**src/rtl/lsu.sv**
```systemverilog
// lsu: load/store unit for the memory stage.
//
// Accepts one memory op from execute (ALU result as effective address),
// runs a single req/ack transaction on the data-memory port, and returns a
// one-cycle completion to writeback carrying load data or an exception cause.
//
// Handshakes:
//   req_*  : a request transfers on a rising edge where req_valid & req_ready.
//            req_ready is high only in IDLE and never depends on req_valid.
//   dmem_* : dmem_req stays high (address/data stable) until the cycle in
//            which dmem_ack is seen; dmem_rdata is valid in that same cycle.
//   rsp_*  : rsp_valid pulses for exactly one cycle; writeback cannot stall.
//
// Ports:
//   clk, n_rst                 clock, asynchronous active-low reset
//   req_valid/req_ready        request handshake from execute
//   req_addr/wdata/we/size/sgnd/dst  request payload
//   dmem_req/we/addr/be/wdata  memory request (addr word-aligned)
//   dmem_ack/dmem_rdata        memory completion and read word
//   rsp_valid/ld/dst/data/cause  completion to writeback
//   dbg_state                  current FSM state (0 IDLE, 1 ACCESS, 2 RESP)
//
// Byte order is big-endian: byte offset 0 occupies bits [31:24].
module lsu #(
    parameter int ACK_TIMEOUT = 0
) (
    input  logic        clk,
    input  logic        n_rst,
    input  logic        req_valid,
    output logic        req_ready,
    input  logic [31:0] req_addr,
    input  logic [31:0] req_wdata,
    input  logic        req_we,
    input  logic [1:0]  req_size,
    input  logic        req_sgnd,
    input  logic [4:0]  req_dst,
    output logic        dmem_req,
    output logic        dmem_we,
    output logic [31:0] dmem_addr,
    output logic [3:0]  dmem_be,
    output logic [31:0] dmem_wdata,
    input  logic        dmem_ack,
    input  logic [31:0] dmem_rdata,
    output logic        rsp_valid,
    output logic        rsp_ld,
    output logic [4:0]  rsp_dst,
    output logic [31:0] rsp_data,
    output logic [1:0]  rsp_cause,
    output logic [1:0]  dbg_state
);

    localparam int CW = (ACK_TIMEOUT > 0) ? $clog2(ACK_TIMEOUT + 1) : 1;

    typedef enum logic [1:0] {
        IDLE   = 2'd0,
        ACCESS = 2'd1,
        RESP   = 2'd2
    } state_t;

    state_t        state_q, state_d;
    logic [31:0]   addr_q;
    logic          we_q;
    logic [1:0]    size_q;
    logic          sgnd_q;
    logic [4:0]    dst_q;
    logic [CW-1:0] cnt_q;

    logic          accept;
    logic          misaligned;
    logic          timeout_hit;
    logic [3:0]    store_be;
    logic [31:0]   store_lanes;
    logic [31:0]   rdata_shifted;
    logic [31:0]   load_data;

    assign req_ready = (state_q == IDLE);
    // Combinational from state so reset drops it without waiting for a clock.
    assign dmem_req  = (state_q == ACCESS);
    assign dbg_state = state_q;
    assign accept    = req_valid & req_ready;

    // size 11 is handled exactly like a word access.
    always_comb begin
        misaligned  = 1'b0;
        store_be    = 4'b1111;
        store_lanes = req_wdata;
        case (req_size)
            2'b00: begin
                store_be    = 4'b1000 >> req_addr[1:0];
                store_lanes = {4{req_wdata[7:0]}};
            end
            2'b01: begin
                misaligned  = req_addr[0];
                store_be    = req_addr[1] ? 4'b0011 : 4'b1100;
                store_lanes = {2{req_wdata[15:0]}};
            end
            default: begin
                misaligned  = |req_addr[1:0];
            end
        endcase
    end

    // Shift the addressed byte/half up to the top of the word, then extend.
    always_comb begin
        rdata_shifted = dmem_rdata << {addr_q[1:0], 3'b000};
        case (size_q)
            2'b00:   load_data = {{24{sgnd_q & rdata_shifted[31]}}, rdata_shifted[31:24]};
            2'b01:   load_data = {{16{sgnd_q & rdata_shifted[31]}}, rdata_shifted[31:16]};
            default: load_data = dmem_rdata;
        endcase
    end

    // Fires on the ACK_TIMEOUT-th cycle in ACCESS; an ack in that cycle wins.
    assign timeout_hit = (ACK_TIMEOUT > 0) && (cnt_q == CW'(ACK_TIMEOUT - 1));

    always_comb begin
        state_d = state_q;
        case (state_q)
            IDLE: begin
                if (accept) state_d = misaligned ? RESP : ACCESS;
            end
            ACCESS: begin
                if (dmem_ack || timeout_hit) state_d = RESP;
            end
            RESP:    state_d = IDLE;
            default: state_d = IDLE;
        endcase
    end

    always_ff @(posedge clk or negedge n_rst) begin
        if (!n_rst) state_q <= IDLE;
        else        state_q <= state_d;
    end

    always_ff @(posedge clk or negedge n_rst) begin
        if (!n_rst) begin
            addr_q     <= '0;
            we_q       <= 1'b0;
            size_q     <= '0;
            sgnd_q     <= 1'b0;
            dst_q      <= '0;
            cnt_q      <= '0;
            dmem_we    <= 1'b0;
            dmem_addr  <= '0;
            dmem_be    <= '0;
            dmem_wdata <= '0;
            rsp_valid  <= 1'b0;
            rsp_ld     <= 1'b0;
            rsp_dst    <= '0;
            rsp_data   <= '0;
            rsp_cause  <= '0;
        end else begin
            // Response fields are loaded on entry to RESP and cleared after it.
            rsp_valid <= 1'b0;
            rsp_ld    <= 1'b0;
            rsp_dst   <= '0;
            rsp_data  <= '0;
            rsp_cause <= '0;
            case (state_q)
                IDLE: begin
                    if (accept) begin
                        addr_q <= req_addr;
                        we_q   <= req_we;
                        size_q <= req_size;
                        sgnd_q <= req_sgnd;
                        dst_q  <= req_dst;
                        cnt_q  <= '0;
                        if (misaligned) begin
                            rsp_valid <= 1'b1;
                            rsp_data  <= req_addr;
                            rsp_cause <= req_we ? 2'b10 : 2'b01;
                        end else begin
                            dmem_we    <= req_we;
                            dmem_addr  <= {req_addr[31:2], 2'b00};
                            dmem_be    <= req_we ? store_be : 4'b0000;
                            dmem_wdata <= store_lanes;
                        end
                    end
                end
                ACCESS: begin
                    if (dmem_ack || timeout_hit) begin
                        dmem_we    <= 1'b0;
                        dmem_addr  <= '0;
                        dmem_be    <= '0;
                        dmem_wdata <= '0;
                        rsp_valid  <= 1'b1;
                        if (dmem_ack) begin
                            if (!we_q) begin
                                rsp_ld   <= 1'b1;
                                rsp_dst  <= dst_q;
                                rsp_data <= load_data;
                            end
                        end else begin
                            rsp_cause <= 2'b11;
                            rsp_data  <= addr_q;
                        end
                    end else begin
                        cnt_q <= cnt_q + CW'(1);
                    end
                end
                default: ;
            endcase
        end
    end

endmodule

```
**config.mk**
```make
export PLATFORM = sky130hd
export DESIGN_NAME = lsu
export DESIGN_NICKNAME = d
export VERILOG_FILES = /design/src/rtl/lsu.sv
export SDC_FILE = /design/constraint.sdc
export NUM_CORES = 1
export LEC_CHECK = 0
export ABC_CLOCK_PERIOD_IN_PS = 3400
export BUFFER_PORTS_ARGS = -buffer_cell sky130_fd_sc_hd__buf_2
export CORE_MARGIN = 3
export CORE_UTILIZATION = 45
export CTS_CLUSTER_SIZE = 20
export DETAILED_ROUTE_END_ITERATION = 16
export PLACE_DENSITY_LB_ADDON = 0.1
export SLEW_MARGIN = 30
export SYNTH_ARGS = -nofsm -noshare
export SYNTH_HDL_FRONTEND = slang
export SYNTH_SLANG_ARGS = --single-unit
```
**constraint.sdc**
```tcl
create_clock -name clk -period 3.4 [get_ports clk]
set_input_delay 0.17 -clock clk [delete_from_list [all_inputs] [get_ports clk]]
set_output_delay 0.17 -clock clk [all_outputs]
set_load 0.01 [all_outputs]
```
Yosys cells after proc, flatten, opt, wreduce, memory -nomap -nowiden. Index checks and enable logic that the tools add are counted.

Multiplexer cells: 44. $add $sub $neg: 0. Reductions and logical operators: 8. $lt $le $gt $ge: 0. Bitwise operators: 2. Multipliers: 0. Equal/unequal tests: 6. Shifts and indexed selects: 2. Divide/modulo/power cells: 0.

Operators with widths (number): one-hot mux 32 bit (2 select lines) (5); 2-to-1 mux 32 bit (9); left shift 32 x 5 -> 32 bit (1); 2-to-1 mux 4 bit (5); one-hot mux 4 bit (2 select lines) (2); 2-to-1 mux 5 bit (3); 2-to-1 mux 2 bit (7); 2-to-1 mux 1 bit (9); equality test 2 x 1 -> 1 bit (second input constant) (3); logical NOT 2 bit (3); one-hot mux 1 bit (2 select lines) (3); inequality test 2 x 1 -> 1 bit (second input constant) (2); one-hot mux 2 bit (2 select lines) (1); AND reduction 2 bit (2); AND reduction 4 bit (1); right shift 4 x 2 -> 4 bit (first input constant) (1); AND 1 bit (2); inequality test 2 bit (second input constant) (1); nonzero test 2 bit (1); OR reduction 2 bit (1).

Bits in latches: 0. Memories kept: 0. Input port bits: 109. Output and inout bits: 114. ROM bits: 0. Word-level logic and storage cells: 77. Bits in registers: 123. Bits in writable memories: 0.

Depth between registers and ports, before layout. Gate-level depths: netlist of run 1.

Depth after elaboration: 6. Gate-level depth with buffers: 7. Mapped depth without buffers: 5.

Worst setup path before layout of run 1. Ideal clock, no wire load.

Path type: reg2reg. Start: reg addr_q[0]. End: reg rsp_data[25]. Slack: 1.765 ns. Path buffers: 2. Library setup time: 0.126 ns. Period minus slack after synthesis: 1.635 ns. Arrival: 1.509 ns. Data required time: 3.274 ns. Cell stages (with the launch flop): 7. Cell sequence: dfrtp_1 > buf_6 > mux4_2 > nand2_2 > nor3_4 > buf_6 > a221o_1.

Longest elaborated chain between the ends: 6.

Ends and longest elaborated chain: from (decl) (line 61) `logic [31:0] addr_q;`; from (signal assigned) (line 162) `addr_q <= req_addr;`; left shift 32 x 5 -> 32 bit (line 105) `rdata_shifted = dmem_rdata << {addr_q[1:0], 3'b000};`; AND 1 bit (line 107, 108); one-hot mux 32 bit (2 select lines) (line 106) `case (size_q)`; 2-to-1 mux 32 bit (line 188) `if (!we_q) begin`; 2-to-1 mux 32 bit (line 181) `if (dmem_ack || timeout_hit) begin`; one-hot mux 32 bit (2 select lines) (line 159) `case (state_q)`; to (signal assigned) (line 170) `rsp_data <= req_addr;`; to (signal assigned) (line 191) `rsp_data <= load_data;`; to (signal assigned) (line 195) `rsp_data <= addr_q;`; to (decl) (line 47) `output logic [31:0] rsp_data,`.

No other way between the ends. A chain may end at the register's enable or synchronous reset.

Worst setup path in the final report of run 1.
Start: reg state_q[1] (netlist: dbg_state[1]). End: reg rsp_data[13].

Longest elaborated chain between the ends: 4. Elaborated cells on any way between the ends: 5. Those cells by class: eq/ne: 1; mux: 2; bitwise: 1; reduce/logical: 1.

Ends and longest elaborated chain: from (decl) (line 60) `state_t state_q, state_d;`; from (signal assigned) (line 132) `else state_q <= state_d;`; logical NOT 2 bit (line 76, 159); AND 1 bit (line 80) `assign accept = req_valid & req_ready;`; 2-to-1 mux 32 bit (line 161) `if (accept) begin`; one-hot mux 32 bit (2 select lines) (*) (line 159).

Every way passes the cells marked *; elsewhere a longest branch is shown, timed or not.

==> results.md, run 1 <==
- Status: completed
- Skew final: 9.44 ps
- Ant. Diodes: 0
- Detailed Place HPWL: 11.4 mm
- Synth top area cells: dfrtp_1 (56%), a22o_1 (7.6%), mux2i_1 (4.4%), a221o_1 (4.0%), mux2_2 (3.7%)
- Syn Area/Cell: roughly 13 sq um
- CTS tree: built
- Sw power: 1.61 mW
- Unrepaired setup endpoints after global routing: no
- Largest net degree at the start of global routing: 63
- Port bufs: between 200 and 250
- Peak Freq: around 460 MHz
- MaxCap Viol Count: 0
- Worst r2r src: dbg_state[1]$_DFFE_PN0P_
- Crit path DAT: about 2500 ps
- Pwr Total: between 5 and 6 mW
- Critical Path, Cell by Cell: nand4bb_4 -> inv_2 -> and2_1 -> nand2_1 -> o2111ai_1
- Cell Rows: 39
- Hold/Removal Path Class: input port to flip-flop
- Netlist cell types: 43
- Initial antenna violation count: 0
- FILL cells: between 900 and 1000
- Synth top area share: around 56%
- Worst-Margin Slew: a little under 900 ps
- Die ar.: roughly 0.013 sq mm
- Hold_sp: req_dst[1]
- Required @ worst endpoint: 3710 ps
- Number of vias per cell: roughly 5.6
- Vias: roughly 4500
- Min Clock Period, post-route: 2180 ps
- Drt pass-1 iters: 5
- Clock Latency Late Sink: roughly 420 ps
- Gate power share: about a quarter
- Synth warnings: 0
- Sw frac: between 20% and 30%
- DR WL/cell: around 20 um
- Reg-to-reg endpoint: rsp_data[13]$_DFF_PN0_
- Pleak: between 3 and 4 nW
- Tcrit/Tclk final: roughly 64%
- Flop-to-flop setup slack: 1220 ps
- Num Clock Sinks: 121
- Global-route wire length before repair: 24.7 mm
- Power Density: around 740 mW/mm^2
- Share of cells above drive strength 1: between 40% and 50%
- Global-route layer with the greatest usage: met2
- GR Layer Usage met2: between 30 and 40%
- Crit-path slowest cell: and2_1
- Congestion Overflow GR: 0
- Synthesized area: 0.00545 sq mm
- Post-synth ARST share: 100%
- CTS HTree Levels: 4
- Final Net Count: about 760
- Worst Path Max Fanout: 23
- Initial Util: 46.9%
- Final slew viol count: 0
- Met3 Track Usage GR: under 10%
- Initial DRC count: approximately 330
- Top-level port count: 223
- Vias in the first global route: around 4700
- Peak VDD IR: between 0.3 and 0.4 mV
- Sequential Power Share: 37.5%
- Internal power: 3.85 mW
- Sum Neg Setup Slack: 0 ps
- DRT antenna net count: 0
- Post_cts resized: 0
- CTS max path bufs: 2
- Die W: 116 um
- Setup Buffers After CTS: 0
- Slew HR: between 40 and 50%
- Register area share after synthesis: 55.6%
- Root Driver: clkbuf_16
- Clock buffer count from CTS: 17
- Placer congestion estimate: roughly 0.85
- Register-to-Register Path Depth: 5
- Area added between synthesis and finish: 36.1%
- Die Y: between 100 and 150 um
- Core box area: between 0.01 and 0.015 sq mm
- Max stage delay on crit path: 730 ps
- CP Class: flip-flop to flip-flop
- Hold path endpoint: dst_q[1]$_DFFE_PN0P_
- Clk pwr share: approximately two fifths
- Hold Vio Cnt, Final: 0
- # DRC: 0
- CP Launch Type: flip-flop
- Final WL: 16.0 mm
- Post-synth top area cell: dfrtp_1
- Setup violators final: 0
- GR Util met1: around 33%
- EDFF count, synth: 0
- Hold Path Stages: 2
- Post-synth top flop: dfrtp_1
- Clock transition at path regs: 60 ps
- Mapped Cells: between 400 and 500
- Element type at the critical path end: flip-flop
- GRT Util Overall: between 20 and 25%
- Synth Register Bits: 121
## worst max-delay path: cells and delay by family, from the launching register on
family / cells / cell delay [ps]
and+or+nand+nor: 3 / 1280
DFF: 1 / 470
buffers and inverters: 1 / 210
AOI/OAI and AO/OA: 1 / 130
## synthesized netlist by cell type, types with 2 or more instances
library cell,count
buf_2,21
mux2_2,18
a221oi_1,2
nand2_1,40
a221o_1,22
a32oi_1,2
nor3b_2,2
o21ai_0,15
o2bb2ai_1,18
nand3_1,8
nor3_1,2
and3_1,4
nor3_4,2
a21oi_1,2
nor2_1,4
nand2b_1,2
buf_4,3
clkbuf_1,10
mux4_2,3
mux2i_1,24
a21o_1,4
dfrtp_1,121
o2111ai_1,7
a22o_1,47
a31oi_1,7
mux4_1,5
buf_6,5
nor2b_1,2
and2_1,7
inv_1,8
## layer usage
layer  share of wire, %  vias up
met5                  0        -
met4                2.5        0
met3                8.7       32
met2                 47      196
met1                 42     2207
li1                   -     2070
## worst max path at each step
stage | startpoint | end | cells after the start
6_report | dbg_state[1]$_DFFE_PN0P_ | rsp_data[13]$_DFF_PN0_ | 5
5_1_grt | dbg_state[1]$_DFFE_PN0P_ | rsp_data[13]$_DFF_PN0_ | 5
4_1_cts | dbg_state[0]$_DFFE_PN0P_ | dmem_addr[21]$_DFFE_PN0P_ | 3
3_5_place_dp | dbg_state[0]$_DFFE_PN0P_ | dmem_addr[21]$_DFFE_PN0P_ | 3
3_3_place_gp | dbg_state[0]$_DFFE_PN0P_ | dmem_addr[20]$_DFFE_PN0P_ | 3
2_1_floorplan | addr_q[0]$_DFFE_PN0P_ | rsp_data[25]$_DFF_PN0_ | 6
## stage by stage
stage	utilization, %	setup WS [ps]	hold slack, ps	area [sq um]	instances
floorplan	-	1760	-126	5450	431
CTS	63.7	1120	0.931	7400	804
global placement	56.5	1170	282	6570	757
finish	63.9	1220	11.4	7420	805
detailed placement	56.5	1130	295	6570	757
global route	63.9	1010	7.64	7420	805
## cell families (layout without fill, tap and decap cells)
kind of cell | after synthesis | in the layout | share of synthesized area, %
buf+inv | 49 | 280 | 4.75
mux | 50 | 50 | 11.8
compound gates | 128 | 128 | 19.7
xor+xnor | 1 | 1 | 0.161
simple gates | 80 | 80 | 8.01
flops | 121 | 121 | 55.6
other cells | 1 | 2 | 0.0688
## layout make-up
type | count | area, sq um | area share, %
Clock buffer | 18 | 439 | 5.92
Clock inverter | 14 | 244 | 3.29
Inverter | 9 | 33.8 | 0.455
Multi-Input combinational cell | 261 | 2170 | 29.3
Sequential cell | 121 | 3030 | 40.8
Tap cell | 143 | 179 | 2.41
Timing Repair Buffer | 239 | 1320 | 17.8
## registers in the layout, indices dropped and copies added (netlist names)
signal      cells
addr_q          2
dbg_state       2
dmem_addr      30
dmem_be         4
dmem_wdata     32
dmem_we         1
dst_q           5
rsp_cause       2
rsp_data       32
rsp_dst         5
rsp_ld          1
rsp_valid       1
sgnd_q          1
size_q          2
we_q            1
## layout by cell type (no fill, tap or decap), drive strengths merged, types with 3 or more instances in the layout
master,count
a221o,22
nor2,4
inv,11
and3,4
nor3b,3
nor3,4
a21o,4
mux2,18
clkbuf,18
and2,7
nand3,8
bufinv,6
clkinv,4
dfrtp,121
a31oi,7
dlygate4sd3,15
mux2i,24
o2111ai,7
a22o,47
mux4,8
buf,224
o21ai,16
o2bb2ai,18
nand2,41
## repair_timing
| item | in CTS | in global routing |
|---|---|---|
| hold buffers | 15 | 0 |
| endpoints found under the setup margin | 0 | 0 |
| hold endpoints to repair | 74 | 0 |
## power by group through the flow
stage | Sequential (mW) | Combinational (mW) | Clock, mW
after detailed placement | 2.06 | 1.33 | 0
after floorplan | 2.13 | 0.684 | 0
after global placement | 2.06 | 1.30 | 0
after global routing | 2.10 | 1.46 | 2.17
final | 2.05 | 1.33 | 2.08
after CTS | 2.05 | 1.34 | 2.10
Note: power is estimated with default switching activity, not from simulation.
==> run 2, diff against run 1 <==
--- a/config.mk
+++ b/config.mk
@@ -5,10 +5,10 @@
 export SDC_FILE = /design/constraint.sdc
 export NUM_CORES = 1
 export LEC_CHECK = 0
-export ABC_CLOCK_PERIOD_IN_PS = 3400
+export ABC_CLOCK_PERIOD_IN_PS = 1900
 export BUFFER_PORTS_ARGS = -buffer_cell sky130_fd_sc_hd__buf_2
 export CORE_MARGIN = 3
-export CORE_UTILIZATION = 45
+export CORE_UTILIZATION = 44
 export CTS_CLUSTER_SIZE = 20
 export DETAILED_ROUTE_END_ITERATION = 16
 export PLACE_DENSITY_LB_ADDON = 0.1
==> constraint.sdc (replaced) <==
create_clock -name clk -period 1.9 [get_ports clk]
set_input_delay 0.095 -clock clk [delete_from_list [all_inputs] [get_ports clk]]
set_output_delay 0.095 -clock clk [all_outputs]
set_load 0.01 [all_outputs]
==> results.md, run 2 (synthesis results as in run 1) <==
- Status: completed
- Crit path DAT: 2040 ps (-450 ps)
- Num Clock Sinks: 121 (unchanged)
- Clock transition at path regs: 60 ps (about the same)
- Element type at the critical path end: flip-flop
- CP Launch Type: flip-flop
- Clock Latency Late Sink: 420 ps (about the same)
- Root Driver: clkbuf_16
- Power Density: 1170 mW/mm^2 (+59%)
- Critical path buffer and inverter count: 1 (unchanged)
- Global-route wire length before repair: 26.3 mm (+6.4%)
- Instance area at placement: 0.00673 sq mm (+2.5%)
- Detailed Place HPWL: 11.7 mm (+3.1%)
- Post-route cell area: 0.00827 sq mm (+12%)
- Tcrit/Tclk final: 91.1% (+27 points)
- Largest registers: dmem_wdata: 32 flops, rsp_data: 32 flops, dmem_addr: 30 flops
- Peak VDD IR: 0.837 mV (+160%)
- CP Launch Point: addr_q[0]$_DFFE_PN0P_
- Min Clock Period, post-route: 1730 ps (-445 ps)
- MaxCap Viol Count: 0 (unchanged)
- Peak Freq: 577 MHz (+26%)
- Cell Rows: 40 (+2.6%)
- Worst r2r src: addr_q[0]$_DFFE_PN0P_
- Initial antenna violation count: 0 (unchanged)
- Required @ worst endpoint: 2210 ps (-1500 ps)
- Vias in the first global route: 4992 (+7.2%)
- Hold Vio Cnt, Final: 0 (unchanged)
- CTS max path bufs: 2 (unchanged)
- Vias: 4920 (+9.2%)
- Sum Neg Setup Slack: 0 ps (unchanged)
- Unrepaired setup endpoints after global routing: no
- CTS tree: built
- CTS HTree Levels: 4 (unchanged)
- Worst Path Max Fanout: 17 (-26%)
- Hold_sp: req_wdata[29]
- Drt pass-1 iters: 5 (unchanged)
- CP Class: flip-flop to flip-flop
- Final Net Count: 850 (+12%)
- Number of vias per cell: 5.34 (-4.6%)
- Final slew viol count: 0 (unchanged)
- Skew final: 6.77 ps (-2.67 ps)
- DR WL/cell: 18.7 um (-5.9%)
- DP Cell Count: 798 (+5.4%)
- DRT antenna net count: 0 (unchanged)
- Clock buffer count from CTS: 17 (unchanged)
- Worst-Margin Slew: 826 ps (-59.7 ps)
- Die ar.: 0.0138 sq mm (+2.2%)
- Die W: 117 um (+1.1%)
- Placer congestion estimate: 0.856 (+0.35%)
- Critical Path, Cell by Cell: buf_4 -> nor2b_1 -> and3_1 -> a221oi_1 -> o21ai_0
- Reg area: 0.00303 sq mm (unchanged)
- GRT Util Overall: 25.3% (+1.1 points)
- Setup violators final: 0 (unchanged)
- Multi-input gate area: 0.00217 sq mm (unchanged)
- Port bufs: 220 (unchanged)
- Commonest cells after routing, fill and taps aside: buf_2 (219), dfrtp_1 (121), dlygate4sd3_1 (89)
- Die Y: 117 um (+1.1%)
- Commonest non-fill, non-tap cell in the layout: buf_2
- Share of cells above drive strength 1: 40.6% (-3.1 points)
- Fin cells: 922 (+15%)
- Slew HR: 44.7% (+3.8 points)
- Max stage delay on crit path: 450 ps (-280 ps)
- Initial Util: 45.2% (-1.7 points)
- Post_cts resized: 0 (unchanged)
- Congestion Overflow GR: 0 (unchanged)
- Largest net degree at the start of global routing: 46 (-27%)
- Hold/Removal Path Class: input port to flip-flop
- Core box area: 0.0121 sq mm (+3.9%)
- Crit-path slowest cell: nor2b_1
- # DRC: 0 (unchanged)
- Family with the most delay on the worst path: simple AND/OR/NAND/NOR gates
- Top-level port count: 223 (unchanged)
- Final WL: 17.3 mm (+7.8%)
- Ant. Diodes: 0 (unchanged)
- Pleak: 4.22 nW (+9.4%)
- Area added between synthesis and finish: 51.8%
- Initial DRC count: 326 (-2.1%)
- Flop-to-flop setup slack: 170 ps (-1060 ps)
- FILL cells: 895 (-5.1%)
[run 2: changes by cell type in the layout (fill, tap and decap cells not counted)]
| cell | change |
|---|---|
| buf_4 | +18 |
| bufinv_16 | -2 |
| clkbuf_1 | +1 |
| clkbuf_8 | -1 |
| clkinv_4 | +3 |
| clkinvlp_4 | +1 |
| dlygate4sd3_1 | +74 |
| inv_6 | -2 |
[run 2: final cells by class]
cell class                      count  share of cell area [%]
Clock buffer                       18                    5.19
Timing Repair Buffer              331                    26.6
Sequential cell                   121                    36.6
Inverter                            9                   0.408
Clock inverter                     14                    2.42
Multi-Input combinational cell    261                    26.3
Tap cell                          168                    2.54
[run 2: metal layers]
layer	part of all wire, %	vias to the layer above	global-route usage, %
li1	-	2258	-
met1	42	2397	33.8
met2	48	229	38.6
met3	7.9	36	7.25
met4	2.5	0	10.8
met5	0	-	0
[run 2: timing repair]
| action | CTS | global route |
|---|---|---|
| setup endpoints to repair | 0 | 7 |
| buffers inserted | 0 | 3 |
| hold buffers | 89 | 0 |
| hold endpoints to repair | 132 | 0 |
[run 2: metrics by stage]
step | worst slack (ps) | total power, mW | hold slack [ps] | util [%]
5_1_grt | 34.7 | 10.2 | 32.1 | 68.6
2_1_floorplan | 265 | 5.04 | -201 | -
3_5_place_dp | 94.3 | 6.12 | 104 | 55.8
6_report | 168 | 9.66 | 17.6 | 68.6
4_1_cts | 69.5 | 9.70 | 1.30 | 68.4
3_3_place_gp | 187 | 6.08 | 103 | 55.8
[run 2: tightest hold or removal path, delay by kind of cell]
| family | cells | cell delay [ps] |
|---|---|---|
| AO/OA/AOI/OAI | 2 | 180 |
| buffers and inverters | 1 | 80 |
| AND/OR/NAND/NOR | 1 | 40 |
[run 2: worst paths after layout]
kind,endpoint,cells past startpoint
worst min-delay path,dmem_wdata[29]$_DFFE_PN0P_,4
worst max-delay path,rsp_data[0]$_DFF_PN0_,5
worst max register to register,rsp_data[0]$_DFF_PN0_,5
min in group asynchronous,rsp_dst[2]$_DFF_PN0_,2
max in group asynchronous,rsp_data[22]$_DFF_PN0_,3
worst min register to register,dmem_be[1]$_DFFE_PN0P_,1
[run 2: power by group]
part	total, mW	switching, mW	internal (mW)
combinational	2.69	1.35	1.34
sequential	3.57	0.368	3.20
clock	3.40	1.20	2.20
total	9.66	2.92	6.74
